$ cat src/rtl/drop_speed_ctrl.sv
// Gravity speed controller: tracks lines/level and drives the clock-divider upperbound.
// Optional SPEED_RAMP_EN: level-derived bound changes ramp by LEVEL_STEP/16 per cycle.
module drop_speed_ctrl #(
  parameter logic [31:0] BASE_UB         = 32'd25_000_000,
  parameter logic [31:0] LEVEL_STEP      = 32'd2_000_000,
  parameter logic [31:0] MIN_UB          = 32'd2_500_000,
  parameter logic [31:0] SOFT_UB         = 32'd1_250_000,
  parameter logic [31:0] PAUSE_UB        = 32'hFFFF_FFFF,
  parameter int unsigned LINES_PER_LEVEL = 10,
  parameter int unsigned MAX_LEVEL       = 15
) (
  input  logic        clk,
  input  logic        rst,
  input  logic        game_start,
  input  logic        game_over,
  input  logic        pause,
  input  logic        soft_drop,
  input  logic        lines_valid,
  input  logic [2:0]  lines_cleared,
  output logic [31:0] upperbound,
  output logic [4:0]  level,
  output logic [15:0] total_lines,
  output logic        level_up
);

  typedef enum logic {S_IDLE, S_RUN} state_t;

  state_t      r_state;
  logic [4:0]  r_level;
  logic [15:0] r_total;
  logic [7:0]  r_lc;
  logic        r_level_up;
  logic [31:0] r_ub;
  logic        r_prev_lvl;

  logic [2:0]  w_n;
  logic [8:0]  w_sum;
  logic [16:0] w_tot;
  logic [31:0] w_prod;
  logic [31:0] w_lvl_tgt;
  logic [31:0] w_tgt;
  logic        w_is_lvl;
  logic [31:0] w_ub_next;

  assign w_n       = (lines_cleared > 3'd4) ? 3'd4 : lines_cleared;
  assign w_sum     = {1'b0, r_lc} + {6'd0, w_n};
  assign w_tot     = {1'b0, r_total} + {14'd0, w_n};
  assign w_prod    = {27'd0, r_level} * LEVEL_STEP;
  // Compare before subtracting so the level-derived bound never wraps below the floor.
  assign w_lvl_tgt = (w_prod > (BASE_UB - MIN_UB)) ? MIN_UB : (BASE_UB - w_prod);
  assign w_is_lvl  = (r_state == S_RUN) && !pause && !soft_drop;

  always_comb begin
    w_tgt = PAUSE_UB;
    if (r_state == S_RUN) begin
      if (pause)          w_tgt = PAUSE_UB;
      else if (soft_drop) w_tgt = SOFT_UB;
      else                w_tgt = w_lvl_tgt;
    end
  end

`ifdef SPEED_RAMP_EN
  localparam logic [31:0] RAMP_STEP = LEVEL_STEP >> 4;

  // Only level-to-level transitions ramp; entering/leaving pause or soft drop jumps.
  always_comb begin
    w_ub_next = w_tgt;
    if (w_is_lvl && r_prev_lvl) begin
      if (r_ub > w_tgt)
        w_ub_next = ((r_ub - w_tgt) > RAMP_STEP) ? (r_ub - RAMP_STEP) : w_tgt;
      else
        w_ub_next = ((w_tgt - r_ub) > RAMP_STEP) ? (r_ub + RAMP_STEP) : w_tgt;
    end
  end
`else
  always_comb begin
    w_ub_next = w_tgt;
  end
`endif

  always_ff @(posedge clk or posedge rst) begin
    if (rst) begin
      r_state    <= S_IDLE;
      r_level    <= 5'd0;
      r_total    <= 16'd0;
      r_lc       <= 8'd0;
      r_level_up <= 1'b0;
      r_ub       <= PAUSE_UB;
      r_prev_lvl <= 1'b0;
    end else begin
      r_level_up <= 1'b0;
      r_ub       <= w_ub_next;
      r_prev_lvl <= w_is_lvl;
      case (r_state)
        S_IDLE: begin
          if (game_start) begin
            r_state    <= S_RUN;
            r_level    <= 5'd0;
            r_total    <= 16'd0;
            r_lc       <= 8'd0;
            r_prev_lvl <= 1'b0;
          end
        end
        S_RUN: begin
          if (game_over) begin
            r_state <= S_IDLE;
          end else if (game_start) begin
            r_level    <= 5'd0;
            r_total    <= 16'd0;
            r_lc       <= 8'd0;
            r_prev_lvl <= 1'b0;
          end else if (lines_valid) begin
            r_total <= w_tot[16] ? 16'hFFFF : w_tot[15:0];
            if (w_sum >= 9'(LINES_PER_LEVEL)) begin
              r_lc <= 8'(w_sum - 9'(LINES_PER_LEVEL));
              if (r_level < 5'(MAX_LEVEL)) begin
                r_level    <= r_level + 5'd1;
                r_level_up <= 1'b1;
              end
            end else begin
              r_lc <= w_sum[7:0];
            end
          end
        end
        default: r_state <= S_IDLE;
      endcase
    end
  end

  assign upperbound  = r_ub;
  assign level       = r_level;
  assign total_lines = r_total;
  assign level_up    = r_level_up;

endmodule

$ cat config.mk
export PLATFORM = sky130hd
export DESIGN_NAME = drop_speed_ctrl
export DESIGN_NICKNAME = d
export VERILOG_FILES = /design/src/rtl/drop_speed_ctrl.sv
export SDC_FILE = /design/constraint.sdc
export NUM_CORES = 1
export LEC_CHECK = 0
export CAP_MARGIN = 5
export CORE_ASPECT_RATIO = 0.9
export CORE_MARGIN = 10
export CORE_UTILIZATION = 50
export CTS_BUF_LIST = sky130_fd_sc_hd__clkbuf_16
export DETAILED_ROUTE_END_ITERATION = 12
export PLACE_DENSITY = 0.78
export SLEW_MARGIN = 30
export SYNTH_ARGS = -nofsm -noshare
export SYNTH_HDL_FRONTEND = slang
export SYNTH_SLANG_ARGS = --single-unit
$ cat constraint.sdc
create_clock -name clk -period 3.79 [get_ports clk]
set_clock_uncertainty 0.15 [all_clocks]
set_input_delay 0.758 -clock clk [delete_from_list [all_inputs] [get_ports clk]]
set_output_delay 0.758 -clock clk [all_outputs]
set_load 0.01 [all_outputs]
==> results.txt <==
----------------------------------------------------
[Power and ir drop]
  Internal cell power ... around 1.4 mW
  Fraction of power spent switching nets ... 37.2%
  IR Drop Worst-Case VDD ... between 200 and 250 µV
  Leakage power summed over all cells ... 2.41 nW
  Ratio of total power to cell area ... between 300 and 400 mW/mm²
  Power dissipated by switching net loads ... ~0.8 mW
  Clk network pwr share ... 22.1%
  Power share of the combinational group ... about 45%
  Overall power ... around 2.2 mW
  Sequential fraction of design power ... 33.3%

[Die]
  Die Span Y ... between 100 and 150 µm
  Starting Density ... 51.5%
  Die Footprint ... about 0.012 mm²
  FP Rows ... 31
  X dimension of the die ... roughly 120 µm
  Number of ports placed on the die boundary ... between 60 and 70
  Floorplan Core Area ... 0.00807 mm²

[Drt]
  Number of design-rule violations left by the first detailed-router iteration ... around 220
  Via count ... 3679
  Detail-routed net length per standard cell ... around 16 µm
  Post-detailed-route via-to-cell ratio ... 5.62
  DRC viols ... 0
  Post-detailed-routing wire length ... between 10000 and 15000 µm
  Antenna-violating nets left ... 0
  Number of iterations in the first detailed-routing pass ... 4

[Setup path]
  CP required ... ~3.9 ns
  Type of element launching the critical path ... flop
  Delay of the slowest cell on the worst path ... roughly 0.51 ns
  Class of the most critical setup path ... flop to flop
  Worst path buffer plus inverter count ... 5
  Category of the worst setup path capture point ... flop
  Slowest cell on the critical path ... fa_1
  Cell class contributing the biggest share of worst-path delay ... adder cells
  Arrival time of the worst setup path ... 3.87 ns
  Crit-path max FO ... 5
  Critical-path cell list ... buf_6 -> ha_4 -> inv_2 -> fa_1 -> fa_1 -> inv_2 -> ha_4 -> buf_4 -> o21ai_0 -> nand2b_1 -> o31ai_2 -> xnor2_1 -> a211oi_2 -> o211ai_2 -> buf_6 -> or3_1

[Yosys]
  Synth warnings ... 0
  Area of the mapped netlist ... between 0.004 and 0.005 mm²
  Share of the yosys chip area belonging to registers ... between 30% and 40%
  Per-instance average area after synthesis ... around 9 µm²
  Ys flop type ... dfrtp_1
  Post-synth ARST share ... 100%
  Number of enable flip-flop cells after synthesis ... 0
  Syn Inst Count ... between 400 and 500
  Count of distinct cell types in the synthesized netlist ... 64
  Seq cells post-synth ... between 50 and 60
  Post-synthesis net count ... 512

[Final layout]
  Number of diodes added for antenna fixing ... 0
  Final cell count without fillers ... roughly 660
  Number of fill cells in the layout ... between 600 and 700
  Number of nets in the layout ... 610
  Design Area, Final ... approximately 0.0056 mm²
  Area growth, synth to finish ... 34.6%
  Layout cells sized above 1 ... 25.7%

[Status]
  Result of the run ... finished, violations left
  Violated checks ... negative setup slack

[GRT]
  Number of global-route vias before repair ... between 3000 and 4000
  Initial antenna violation count ... 0
  Residual overflow from global routing ... 0
  Pin count of the biggest net entering global routing ... 33
  Global-route wire length before repair ... between 15000 and 20000 µm
  Overall fraction of global-route tracks in use ... between 10% and 20%

[Clocking]
  TritonCTS Buffers ... 5
  Clock sink count ... 55
  Number of H-tree levels ... 2
  Hold-fix buffer count after cts ... 0
  Maximum clock insertion buffer count ... 2
  Clk pin slew, worst setup/hold paths ... approximately 0.08 ns
  Source-to-sink clock delay at the later pin of the worst-skew pair ... 0.29 ns
  Clock tree from TritonCTS ... built
  Library cell used as clock root buffer ... clkbuf_16

[Timing]
  # setup viols final ... 2
  Final worst-path setup slack ... -0.0164 ns
  Post-route clock period utilization ... 100%
  Max Transition Viols Final ... 0
  Hold violation count in the final report ... 0
  Setup TNS after final layout ... -0.0212 ns
  Final critical-path required period ... around 3.8 ns
  Unrepaired setup endpoints after global routing ... true
  Slew at the pin closest to its max-slew limit ... 0.797 ns
  Max-slew headroom at the worst pin ... 46.9%
  Timing-limited maximum frequency ... between 0.2 and 0.3 GHz

[Placement]
  Number of placed instances with taps included ... 638
  Number of input and output port buffers inserted ... 63
  Final GP Congestion ... approximately 0.90
  Dpl hpwl ... 7940 µm
  Cell area after placement ... between 0.005 and 0.006 mm²
  Worst setup timing slack at the placement stage ... -0.183 ns

[Flow run]
  Max-cap violation count ... 0

[Hold path]
  Type of the tightest min-delay check ... flop to flop

----------------------------------------------------
==> cell type report <==
class	count	area, µm²	area share [%]
Tap cell	99	124	2.22
Inverter	32	120	2.15
Multi-Input combinational cell	347	2750	49.2
Clock inverter	3	26.3	0.470
Sequential cell	55	1410	25.3
Timing Repair Buffer	114	1030	18.5
Clock buffer	5	125	2.24
==> power groups by stage <==
stage               clock, mW  combinational (mW)  sequential, mW
detailed placement          0               0.883           0.729
global placement            0               0.861           0.726
CTS                     0.489               0.900           0.719
floorplan                   0               0.584           0.718
global route            0.509                1.05           0.728
finish                  0.476               0.963           0.718
==> what timing repair did <==
item,4_1_cts,5_1_grt
resized for setup,18,41
setup buffers,6,2
gates cloned,1,0
pin swaps,12,16
endpoints found under the setup margin,17,20
==> tightest hold or removal path, cell delays in order, from the launching register on <==
cell and delay, ns:
dfrtp_1 0.37, nand2_1 0.06, nand2_1 0.05
==> layer usage <==
layer | up-vias | global-route usage, % | share of wire (%)
met3 | 11 | 3.77 | 5.3
met2 | 91 | 28.5 | 48
met4 | 0 | 4.29 | 1.3
met5 | - | 0 | 0
li1 | 1821 | - | -
met1 | 1756 | 22.1 | 45
==> metrics by stage <==
stage	utilization [%]	hold WS [ns]
global route	69.2	0.378
detailed placement	64.5	0.325
global placement	64.5	0.320
finish	69.2	0.354
floorplan	-	0.295
CTS	67.8	0.342
==> worst paths after layout <==
check | start | endpoint | slack, ns | cells past startpoint
setup / recovery | level[2]$_DFFE_PP0P_ | upperbound[7]$_DFF_PP1_ | -0.02 | 16
hold / removal | r_lc[0]$_DFFE_PP0P_ | r_lc[0]$_DFFE_PP0P_ | 0.35 | 2
setup reg to reg | level[2]$_DFFE_PP0P_ | upperbound[7]$_DFF_PP1_ | -0.02 | 16
hold reg to reg | r_lc[0]$_DFFE_PP0P_ | r_lc[0]$_DFFE_PP0P_ | 0.35 | 2
max in group asynchronous | rst | upperbound[3]$_DFF_PP1_ | 1.95 | 3
min in group asynchronous | rst | total_lines[11]$_DFFE_PP0P_ | 0.74 | 2
==> cell usage in the layout, fill, tap and decap left out, types with 3 or more instances in the layout <==
| cell | synthesis | routed |
|---|---|---|
| a21o_1 | 5 | 5 |
| a21oi_1 | 28 | 25 |
| a22o_1 | 9 | 9 |
| a31oi_1 | 4 | 4 |
| a41oi_1 | 3 | 3 |
| and2_1 | 3 | 3 |
| and3_1 | 9 | 8 |
| buf_4 | 8 | 46 |
| buf_6 | 0 | 5 |
| clkbuf_16 | 0 | 5 |
| clkdlybuf4s50_1 | 0 | 63 |
| dfrtp_1 | 31 | 27 |
| dfrtp_2 | 0 | 4 |
| dfstp_2 | 24 | 24 |
| fa_1 | 8 | 8 |
| ha_1 | 37 | 30 |
| ha_4 | 0 | 7 |
| inv_1 | 31 | 27 |
| inv_2 | 1 | 5 |
| nand2_1 | 39 | 36 |
| nand2b_1 | 3 | 3 |
| nand3_1 | 12 | 12 |
| nand3b_1 | 3 | 3 |
| nand4_1 | 3 | 3 |
| nor2_1 | 24 | 21 |
| nor2b_1 | 5 | 5 |
| nor3_1 | 13 | 11 |
| o2111ai_1 | 3 | 3 |
| o211ai_2 | 3 | 3 |
| o21a_1 | 3 | 3 |
| o21ai_0 | 46 | 29 |
| o21ai_1 | 1 | 10 |
| o21ai_2 | 1 | 9 |
| o31ai_1 | 6 | 5 |
| or3_1 | 5 | 5 |
| xnor2_1 | 23 | 23 |
| xor2_1 | 10 | 9 |
==> cells in the mapped netlist, types with 4 or more instances <==
library cell  instances  area (µm²)
clkbuf_1              9        33.8
buf_4                 8        60.1
fa_1                  8         160
nor2b_1               5        31.3
dfstp_2              24         631
buf_2                 6        30.0
nor3_1               13        65.1
o31ai_1               6        45.0
a21oi_1              28         140
nand3_1              12        60.1
ha_1                 37         463
a22o_1                9        78.8
nand2_1              39         146
o21ai_0              46         230
or3_1                 5        31.3
nor2_1               24        90.1
inv_1                31         116
xnor2_1              23         201
a31oi_1               4        25.0
xor2_1               10        87.6
a21o_1                5        37.5
dfrtp_1              31         776
and3_1                9        56.3
==> logic make-up (layout without fill, tap and decap cells) <==
logic type                 Yosys count  count (layout)  synth area share (%)
muxes                                2               2                 0.512
xor gates and xnor gates            33              33                  6.96
adders and majority gates           45              45                  15.0
buffers and inverters               55             154                  5.88
AOI/OAI and AO/OA                  138             138                  22.5
DFF                                 55              55                  33.9
and+or+nand+nor                    129             129                  15.3
==> registers in the layout (all words and copies together), names as in the netlist <==
register and cells:
r_state 1, level 5, total_lines 16, r_lc 8
upperbound 24, level_up 1
No activity file was read; power rests on OpenSTA's default activity.
